[config.mk]
export PLATFORM = sky130hd
export DESIGN_NAME = cdb_arbiter_flat
export DESIGN_NICKNAME = d
export VERILOG_FILES = /design/src/rtl/cdb_arbiter_pkg.sv /design/src/rtl/cdb_arbiter_if.sv /design/src/rtl/cdb_arbiter_rr_picker.sv /design/src/rtl/cdb_arbiter.sv /design/src/flat_wrapper.sv
export SDC_FILE = /design/constraint.sdc
export NUM_CORES = 1
export LEC_CHECK = 0
export ABC_CLOCK_PERIOD_IN_PS = 9900
export BUFFER_PORTS_ARGS = -buffer_cell sky130_fd_sc_hd__clkbuf_2
export CAP_MARGIN = 0
export CORE_AREA = 2 2 153 155
export DETAILED_ROUTE_END_ITERATION = 8
export DIE_AREA = 0 0 155 157
export MAX_ROUTING_LAYER = met4
export PLACE_DENSITY = 0.63
export SYNTH_ARGS = -nofsm -noshare
export SYNTH_HDL_FRONTEND = slang
export SYNTH_HIERARCHICAL = 1
export SYNTH_SLANG_ARGS = --single-unit
[constraint.sdc]
create_clock -name clk -period 9.9 [get_ports clk]
set_clock_uncertainty 0.1 [all_clocks]
set_input_delay 1.98 -clock clk [delete_from_list [all_inputs] [get_ports clk]]
set_output_delay 1.98 -clock clk [all_outputs]
set_load 0.01 [all_outputs]
[src/rtl/cdb_arbiter_pkg.sv]
// -----------------------------------------------------------------------------
// cdb_pkg
// Shared definitions for the common data bus (CDB) arbiter and the functional
// units that drive it: default widths, the "no tag" encoding and the message
// record that travels on the bus.
// -----------------------------------------------------------------------------
package cdb_pkg;

    localparam int N_REQ  = 4;   // default number of requesting units
    localparam int IDX_W  = 8;   // tag width
    localparam int DATA_W = 32;  // result / address width

    // Tag value reserved to mean "no producer"; never broadcast.
    localparam logic [IDX_W-1:0] TAG_NONE = '0;

    // One CDB message as produced by a functional unit.
    typedef struct packed {
        logic [IDX_W-1:0]  index;
        logic [DATA_W-1:0] result;
        logic [DATA_W-1:0] addr;
    } cdb_msg_t;

    // Width of a binary pointer over n units (at least one bit).
    function automatic int ptr_width(input int n);
        return (n > 1) ? $clog2(n) : 1;
    endfunction

endpackage

[src/rtl/cdb_arbiter_if.sv]
// -----------------------------------------------------------------------------
// cdb_arbiter_if
// Request/grant handshake between the functional units and the arbiter, plus
// the registered CDB broadcast snooped by reservation stations and the ROB.
//   req        : per-unit level request
//   req_index  : per-unit tag,    unit k at [k*IDX_W  +: IDX_W]
//   req_result : per-unit result, unit k at [k*DATA_W +: DATA_W]
//   req_addr   : per-unit target, unit k at [k*DATA_W +: DATA_W]
//   grnt       : one-hot or zero grant, same cycle as the request
//   cdb_out_*  : broadcast valid / tag / result / address
// modport master : functional-unit side, slave : arbiter side.
// -----------------------------------------------------------------------------
interface cdb_arbiter_if #(
    parameter int N_REQ  = cdb_pkg::N_REQ,
    parameter int IDX_W  = cdb_pkg::IDX_W,
    parameter int DATA_W = cdb_pkg::DATA_W
);
    logic [N_REQ-1:0]        req;
    logic [N_REQ*IDX_W-1:0]  req_index;
    logic [N_REQ*DATA_W-1:0] req_result;
    logic [N_REQ*DATA_W-1:0] req_addr;
    logic [N_REQ-1:0]        grnt;
    logic                    cdb_out_valid;
    logic [IDX_W-1:0]        cdb_out_index;
    logic [DATA_W-1:0]       cdb_out_result;
    logic [DATA_W-1:0]       cdb_out_addr;

    modport master (
        output req, req_index, req_result, req_addr,
        input  grnt, cdb_out_valid, cdb_out_index, cdb_out_result, cdb_out_addr
    );

    modport slave (
        input  req, req_index, req_result, req_addr,
        output grnt, cdb_out_valid, cdb_out_index, cdb_out_result, cdb_out_addr
    );
endinterface

[src/rtl/cdb_arbiter_rr_picker.sv]
// -----------------------------------------------------------------------------
// rr_picker
// Combinational round-robin selector: picks the first set bit of req at or
// after ptr, wrapping from N_REQ-1 back to 0.
//   req : eligible requests
//   ptr : highest-priority position this cycle
//   gnt : one-hot winner (zero when req is zero)
//   win : binary index of the winner (0 when req is zero)
// -----------------------------------------------------------------------------
module rr_picker #(
    parameter int N_REQ = 4,
    parameter int PTR_W = 2
) (
    input  logic [N_REQ-1:0] req,
    input  logic [PTR_W-1:0] ptr,
    output logic [N_REQ-1:0] gnt,
    output logic [PTR_W-1:0] win
);

    logic             found;
    logic [PTR_W-1:0] k;

    always_comb begin
        // NOTE: every output of a combinational block gets a default first so
        // no path leaves it unassigned and no latch is inferred.
        gnt   = '0;
        win   = '0;
        found = 1'b0;
        k     = '0;
        for (int i = 0; i < N_REQ; i++) begin
            k = PTR_W'((int'(ptr) + i) % N_REQ);
            if (!found && req[k]) begin
                found  = 1'b1;
                gnt[k] = 1'b1;
                win    = k;
            end
        end
    end

endmodule

[src/rtl/cdb_arbiter.sv]
// -----------------------------------------------------------------------------
// cdb_arbiter
// Round-robin arbiter and registered output stage for the common data bus.
// One requester is granted per cycle; its message appears on the CDB one cycle
// later. A branch flush (br) cancels the current arbitration, masks the
// broadcast already on the bus and clears the output stage.
//   clk          : clock, all state on posedge
//   rst          : synchronous active-high reset (wins over br)
//   br           : flush
//   bus          : request/grant and CDB broadcast (slave side)
//   conflict_cnt : saturating count of cycles with >= 2 eligible requests
//   err_zero_tag : sticky, set when a request carrying tag 0 is granted
// -----------------------------------------------------------------------------
module cdb_arbiter
    import cdb_pkg::*;
#(
    parameter int N_REQ  = cdb_pkg::N_REQ,
    parameter int IDX_W  = cdb_pkg::IDX_W,
    parameter int DATA_W = cdb_pkg::DATA_W
) (
    input  logic           clk,
    input  logic           rst,
    input  logic           br,
    cdb_arbiter_if.slave   bus,
    output logic [15:0]    conflict_cnt,
    output logic           err_zero_tag
);

    localparam int PTR_W = ptr_width(N_REQ);

    logic [PTR_W-1:0]  ptr;
    logic [PTR_W-1:0]  win;
    logic [N_REQ-1:0]  eligible;
    logic [N_REQ-1:0]  gnt;
    logic              any_gnt;
    logic              multi_req;

    // Per-unit views of the flat payload buses.
    logic [IDX_W-1:0]  idx_a [N_REQ];
    logic [DATA_W-1:0] res_a [N_REQ];
    logic [DATA_W-1:0] adr_a [N_REQ];

    for (genvar g = 0; g < N_REQ; g++) begin : g_unpack
        assign idx_a[g] = bus.req_index[g*IDX_W +: IDX_W];
        assign res_a[g] = bus.req_result[g*DATA_W +: DATA_W];
        assign adr_a[g] = bus.req_addr[g*DATA_W +: DATA_W];
    end

    // Output stage registers.
    logic              v_q;
    logic [IDX_W-1:0]  idx_q;
    logic [DATA_W-1:0] res_q;
    logic [DATA_W-1:0] adr_q;

    // A flush suppresses every request in the same cycle.
    assign eligible  = br ? '0 : bus.req;
    assign multi_req = ($countones(eligible) >= 2);
    assign any_gnt   = |gnt;

    rr_picker #(
        .N_REQ (N_REQ),
        .PTR_W (PTR_W)
    ) u_picker (
        .req (eligible),
        .ptr (ptr),
        .gnt (gnt),
        .win (win)
    );

    always_ff @(posedge clk) begin
        // NOTE: sequential state uses non-blocking assignments so every
        // register samples pre-edge values, independent of statement order.
        if (rst) begin
            ptr          <= '0;
            v_q          <= 1'b0;
            idx_q        <= '0;
            res_q        <= '0;
            adr_q        <= '0;
            conflict_cnt <= '0;
            err_zero_tag <= 1'b0;
        end else if (br) begin
            // Counter and error flag deliberately hold across a flush.
            ptr   <= '0;
            v_q   <= 1'b0;
            idx_q <= '0;
            res_q <= '0;
            adr_q <= '0;
        end else begin
            if (multi_req && conflict_cnt != 16'hFFFF)
                conflict_cnt <= conflict_cnt + 16'd1;

            if (any_gnt) begin
                ptr   <= (win == PTR_W'(N_REQ - 1)) ? '0 : win + 1'b1;
                idx_q <= idx_a[win];
                res_q <= res_a[win];
                adr_q <= adr_a[win];
                // A tag-0 request is still granted so the unit drains, but
                // nothing is broadcast for it.
                v_q   <= (idx_a[win] != TAG_NONE[IDX_W-1:0]);
                if (idx_a[win] == TAG_NONE[IDX_W-1:0])
                    err_zero_tag <= 1'b1;
            end else begin
                v_q <= 1'b0;
            end
        end
    end

    assign bus.grnt           = gnt;
    // The broadcast already on the bus is masked during a flush cycle.
    assign bus.cdb_out_valid  = v_q & ~br;
    assign bus.cdb_out_index  = idx_q;
    assign bus.cdb_out_result = res_q;
    assign bus.cdb_out_addr   = adr_q;

endmodule

[src/flat_wrapper.sv]
// flat-port wrapper written by rule: the top's interface ports become plain ports
module cdb_arbiter_flat import cdb_pkg::*;
#(
    parameter int N_REQ  = cdb_pkg::N_REQ,
    parameter int IDX_W  = cdb_pkg::IDX_W,
    parameter int DATA_W = cdb_pkg::DATA_W
)
  (clk, rst, br, conflict_cnt, err_zero_tag, bus_req, bus_req_index, bus_req_result, bus_req_addr, bus_grnt, bus_cdb_out_valid, bus_cdb_out_index, bus_cdb_out_result, bus_cdb_out_addr);
  cdb_arbiter_if #(.N_REQ(N_REQ), .IDX_W(IDX_W), .DATA_W(DATA_W)) bus_i ();
  input  logic clk;
  input  logic rst;
  input  logic br;
  output logic [15:0] conflict_cnt;
  output logic err_zero_tag;
  input wire logic [$bits(bus_i.req)-1:0] bus_req;
  input wire logic [$bits(bus_i.req_index)-1:0] bus_req_index;
  input wire logic [$bits(bus_i.req_result)-1:0] bus_req_result;
  input wire logic [$bits(bus_i.req_addr)-1:0] bus_req_addr;
  output wire logic [$bits(bus_i.grnt)-1:0] bus_grnt;
  output wire logic [$bits(bus_i.cdb_out_valid)-1:0] bus_cdb_out_valid;
  output wire logic [$bits(bus_i.cdb_out_index)-1:0] bus_cdb_out_index;
  output wire logic [$bits(bus_i.cdb_out_result)-1:0] bus_cdb_out_result;
  output wire logic [$bits(bus_i.cdb_out_addr)-1:0] bus_cdb_out_addr;
  assign bus_i.req = bus_req;
  assign bus_i.req_index = bus_req_index;
  assign bus_i.req_result = bus_req_result;
  assign bus_i.req_addr = bus_req_addr;
  assign bus_grnt = bus_i.grnt;
  assign bus_cdb_out_valid = bus_i.cdb_out_valid;
  assign bus_cdb_out_index = bus_i.cdb_out_index;
  assign bus_cdb_out_result = bus_i.cdb_out_result;
  assign bus_cdb_out_addr = bus_i.cdb_out_addr;
  cdb_arbiter #(.N_REQ(N_REQ), .IDX_W(IDX_W), .DATA_W(DATA_W)) u_core (.clk(clk), .rst(rst), .br(br), .bus(bus_i), .conflict_cnt(conflict_cnt), .err_zero_tag(err_zero_tag));
endmodule
==> impl_results.md <==
* DRC Markers at 0
* Synth Register Bits at 92
* Static Leak at 3.628 nW
* Global routing usage on met2 at 28.17%
* DIE AREA at 24340 µm²
* DR iter-0 viols at 333
* First-pass GRT wire length at 32090 µm
* Status: finished, final reports clean
* Crit Path Max Fanout at 10
* Max VDD drop at between 0.0002 and 0.0003 V
* Hold wc startpoint: u_core/bus.cdb_out_addr[27]
* Top Ports at 389
* Row cnt at 55
* Vias in the first global route at 5780
* RePlAce Congestion at 0.8687
* CTS tree: done
* Syn Area/Cell at 9.930 µm²
* Clk buf depth at 2
* Final min period at 6093 ps
* Fin Setup TNS at 0 ps
* Most common flop cell mapped by yosys: dfxtp_1
* PwrDens at 385.0 nW/µm²
* Clock Pin Slew Worst Setup and Hold Paths at 60 ps
* DR vias/cell at 4.938
* WHS at 349.3 ps
* Crit share post-route at roughly 60%
* Buffers added on ports at about 390
* Crit start category: input pin
* Pint at 0.001652 W
* GRT Residual Overflow at 0
* CTS buffer count at 9
* ANT nets after route at 0
* DP Worst Slack at 3797 ps
* Hold crit path type: reg -> reg
* Worst Setup SP: br
* Share of cells above drive strength 1 at 53.35%
* Worst Path Required at ~7800 ps
* CTS H-Tree Depth at 3
* Core Area at 22500 µm²
* Worst Tran Pin Value at 971.5 ps
* Clock root buffer: clkbuf_16
* GRT met3 Usage at 3.442%
* Crit path DAT at about 4000 ps
* Avg WL per Cell at 17.99 µm
* Setup ws final at 3807 ps
* Total iterations of the first detailed-routing run at 5
* Combinational share of power at 69.6%
* Starting Density at 25.55%
* Mapped Cells at 579
* Register area share after synthesis at about 32%
* Asr flop ratio synth at 0%
* CP Capture Type: primary output
* Share of power burned in registers at 18.9%
* Clock Power Share at 11.5%
* Synthesis-to-layout area growth at 42.63%
* Hold buffer count at CTS at 0
* Final setup fails at 0
* Routed vias at 6059
* Commonest non-fill, non-tap cell in the layout: clkbuf_2
* Most frequent cells in the layout: clkbuf_2, nand2_1, dfxtp_1, a21oi_1, mux4_2
* RSZ-0062 raised after global routing: no
* Max Fclk at about 160 MHz
* Final #Nets at about 1200
* Critical path class: in -> out
* Reg2reg start: u_core/ptr[0]
* Die Wd at 155 µm
* NetSw at 0.001505 W
* Largest net degree at the start of global routing at between 70 and 80
* Die height at 157 µm
* Fill cells at 2285
* Synth warnings at 6
* Max Slew Vio Count at 0
* Initial antenna violation count at 1
* Setup Buffers After CTS at 0
* Final WL at about 22000 µm
* Clk sink count at 92
* Slew margin rel. at between 30% and 40%
* Number of flops mapped to enable cells by yosys at 0
* Max-Cap Viols at 0
* Syn Nets at 882
* Gr usage total at 17.59%
* Net Sw Frac at approximately 48%
* Post-CTS Resized at 0
* GRT busiest layer: met2
* Met1 GRT Util at 22.41%
* Synth cell types at 53
* Worst skew pair latency at 350 ps
* Mapped cell area at around 5700 µm²
* Final hold violations at 0
* Post-DP HPWL at 17590 µm
==> flip-flops by register name, summed over array words and instances (netlist names) <==
name                       cells
u_core/bus.cdb_out_index       8
u_core/bus.cdb_out_addr       32
u_core/conflict_cnt           16
u_core/bus.cdb_out_result     32
u_core/ptr                     2
u_core/v_q                     1
u_core/err_zero_tag            1
==> through the flow <==
step                      total power [W]  std cells  instance area (µm²)  utilization [%]
after detailed placement         0.002822       1210                 7899            35.10
after global placement           0.002783       1210                 7899            35.10
final                            0.003157       1227                 8200            36.44
after global routing             0.003406       1227                 8200            36.44
after CTS                        0.003197       1226                 8198            36.43
after floorplan                  0.002244        579                 5749                -
==> kinds of logic (layout without fill, tap and decap cells) <==
kind of cell	after synthesis	after routing	share of synthesized area, %
fa+ha+maj	8	8	1.872
compound gates	124	124	12.43
flops	92	92	32.03
mux	82	82	30.97
simple gates	215	215	17.91
other cells	0	1	0
buf+inv	58	420	4.788
==> cell usage after synthesis, drive strengths merged, types with 2 or more instances <==
cell type	instances	share of area [%]
a21oi	86	7.5
a22oi	8	1.0
and3	3	0.33
and4	2	0.30
buf	26	2.7
clkbuf	23	1.5
dfxtp	92	32
ha	7	1.5
inv	9	0.59
mux2	4	0.78
mux2i	2	0.35
mux4	76	30
nand2	152	9.9
nand2b	4	0.57
nand3	7	0.61
nand3b	2	0.26
nand4	3	0.54
nor2	8	0.52
nor2b	8	1.0
nor3	6	0.81
nor4	8	1.5
o21ai	9	0.78
o31ai	7	0.91
o41ai	3	0.46
or3	2	0.22
or4	7	0.91
or4b	2	0.35
==> cell type report <==
| cell class | count | area [µm²] | share of cell area, % |
|---|---|---|---|
| repair buffers | 395 | 1994 | 24.32 |
| well taps | 285 | 356.6 | 4.348 |
| flip-flops and latches | 92 | 1842 | 22.46 |
| clock buffers | 10 | 229.0 | 2.792 |
| multi-input cells | 429 | 3672 | 44.78 |
| inverters | 9 | 33.78 | 0.4120 |
| diodes | 1 | 2.502 | 0.03052 |
| clock inverters | 6 | 70.07 | 0.8544 |
==> worst max-delay path: stages <==
cell      delay (ps)
clkbuf_2         200
nand2b_1         200
inv_1            120
mux4_2           510
nand2b_4         170
nor3_4           280
a22oi_1          100
o21ai_1          230
clkbuf_2         210
==> path summary, 6_finish.rpt <==
path                                      end  slack (ps)  cells past startpoint
hold reg to reg   u_core/bus.cdb_out_addr[27]         350                      2
setup reg to reg          u_core/err_zero_tag        5020                     13
setup / recovery                  bus_grnt[1]        3810                      9
hold / removal    u_core/bus.cdb_out_addr[27]         350                      2
==> layer usage <==
layer / share of wire (%) / vias up
met2: 50 / 278
li1: - / 2866
met1: 42 / 2881
met4: 2.6 / 0
met3: 6.3 / 34
met5: 0 / -
==> power by group through the flow <==
stage	Sequential (W)	Combinational, W	Clock, W
final	0.000596	0.00220	0.000363
after global routing	0.000614	0.00240	0.000392
after CTS	0.000597	0.00222	0.000375
after detailed placement	0.000603	0.00222	0
after global placement	0.000602	0.00218	0
after floorplan	0.000641	0.00160	0
No activity file was read; power rests on OpenSTA's default activity.
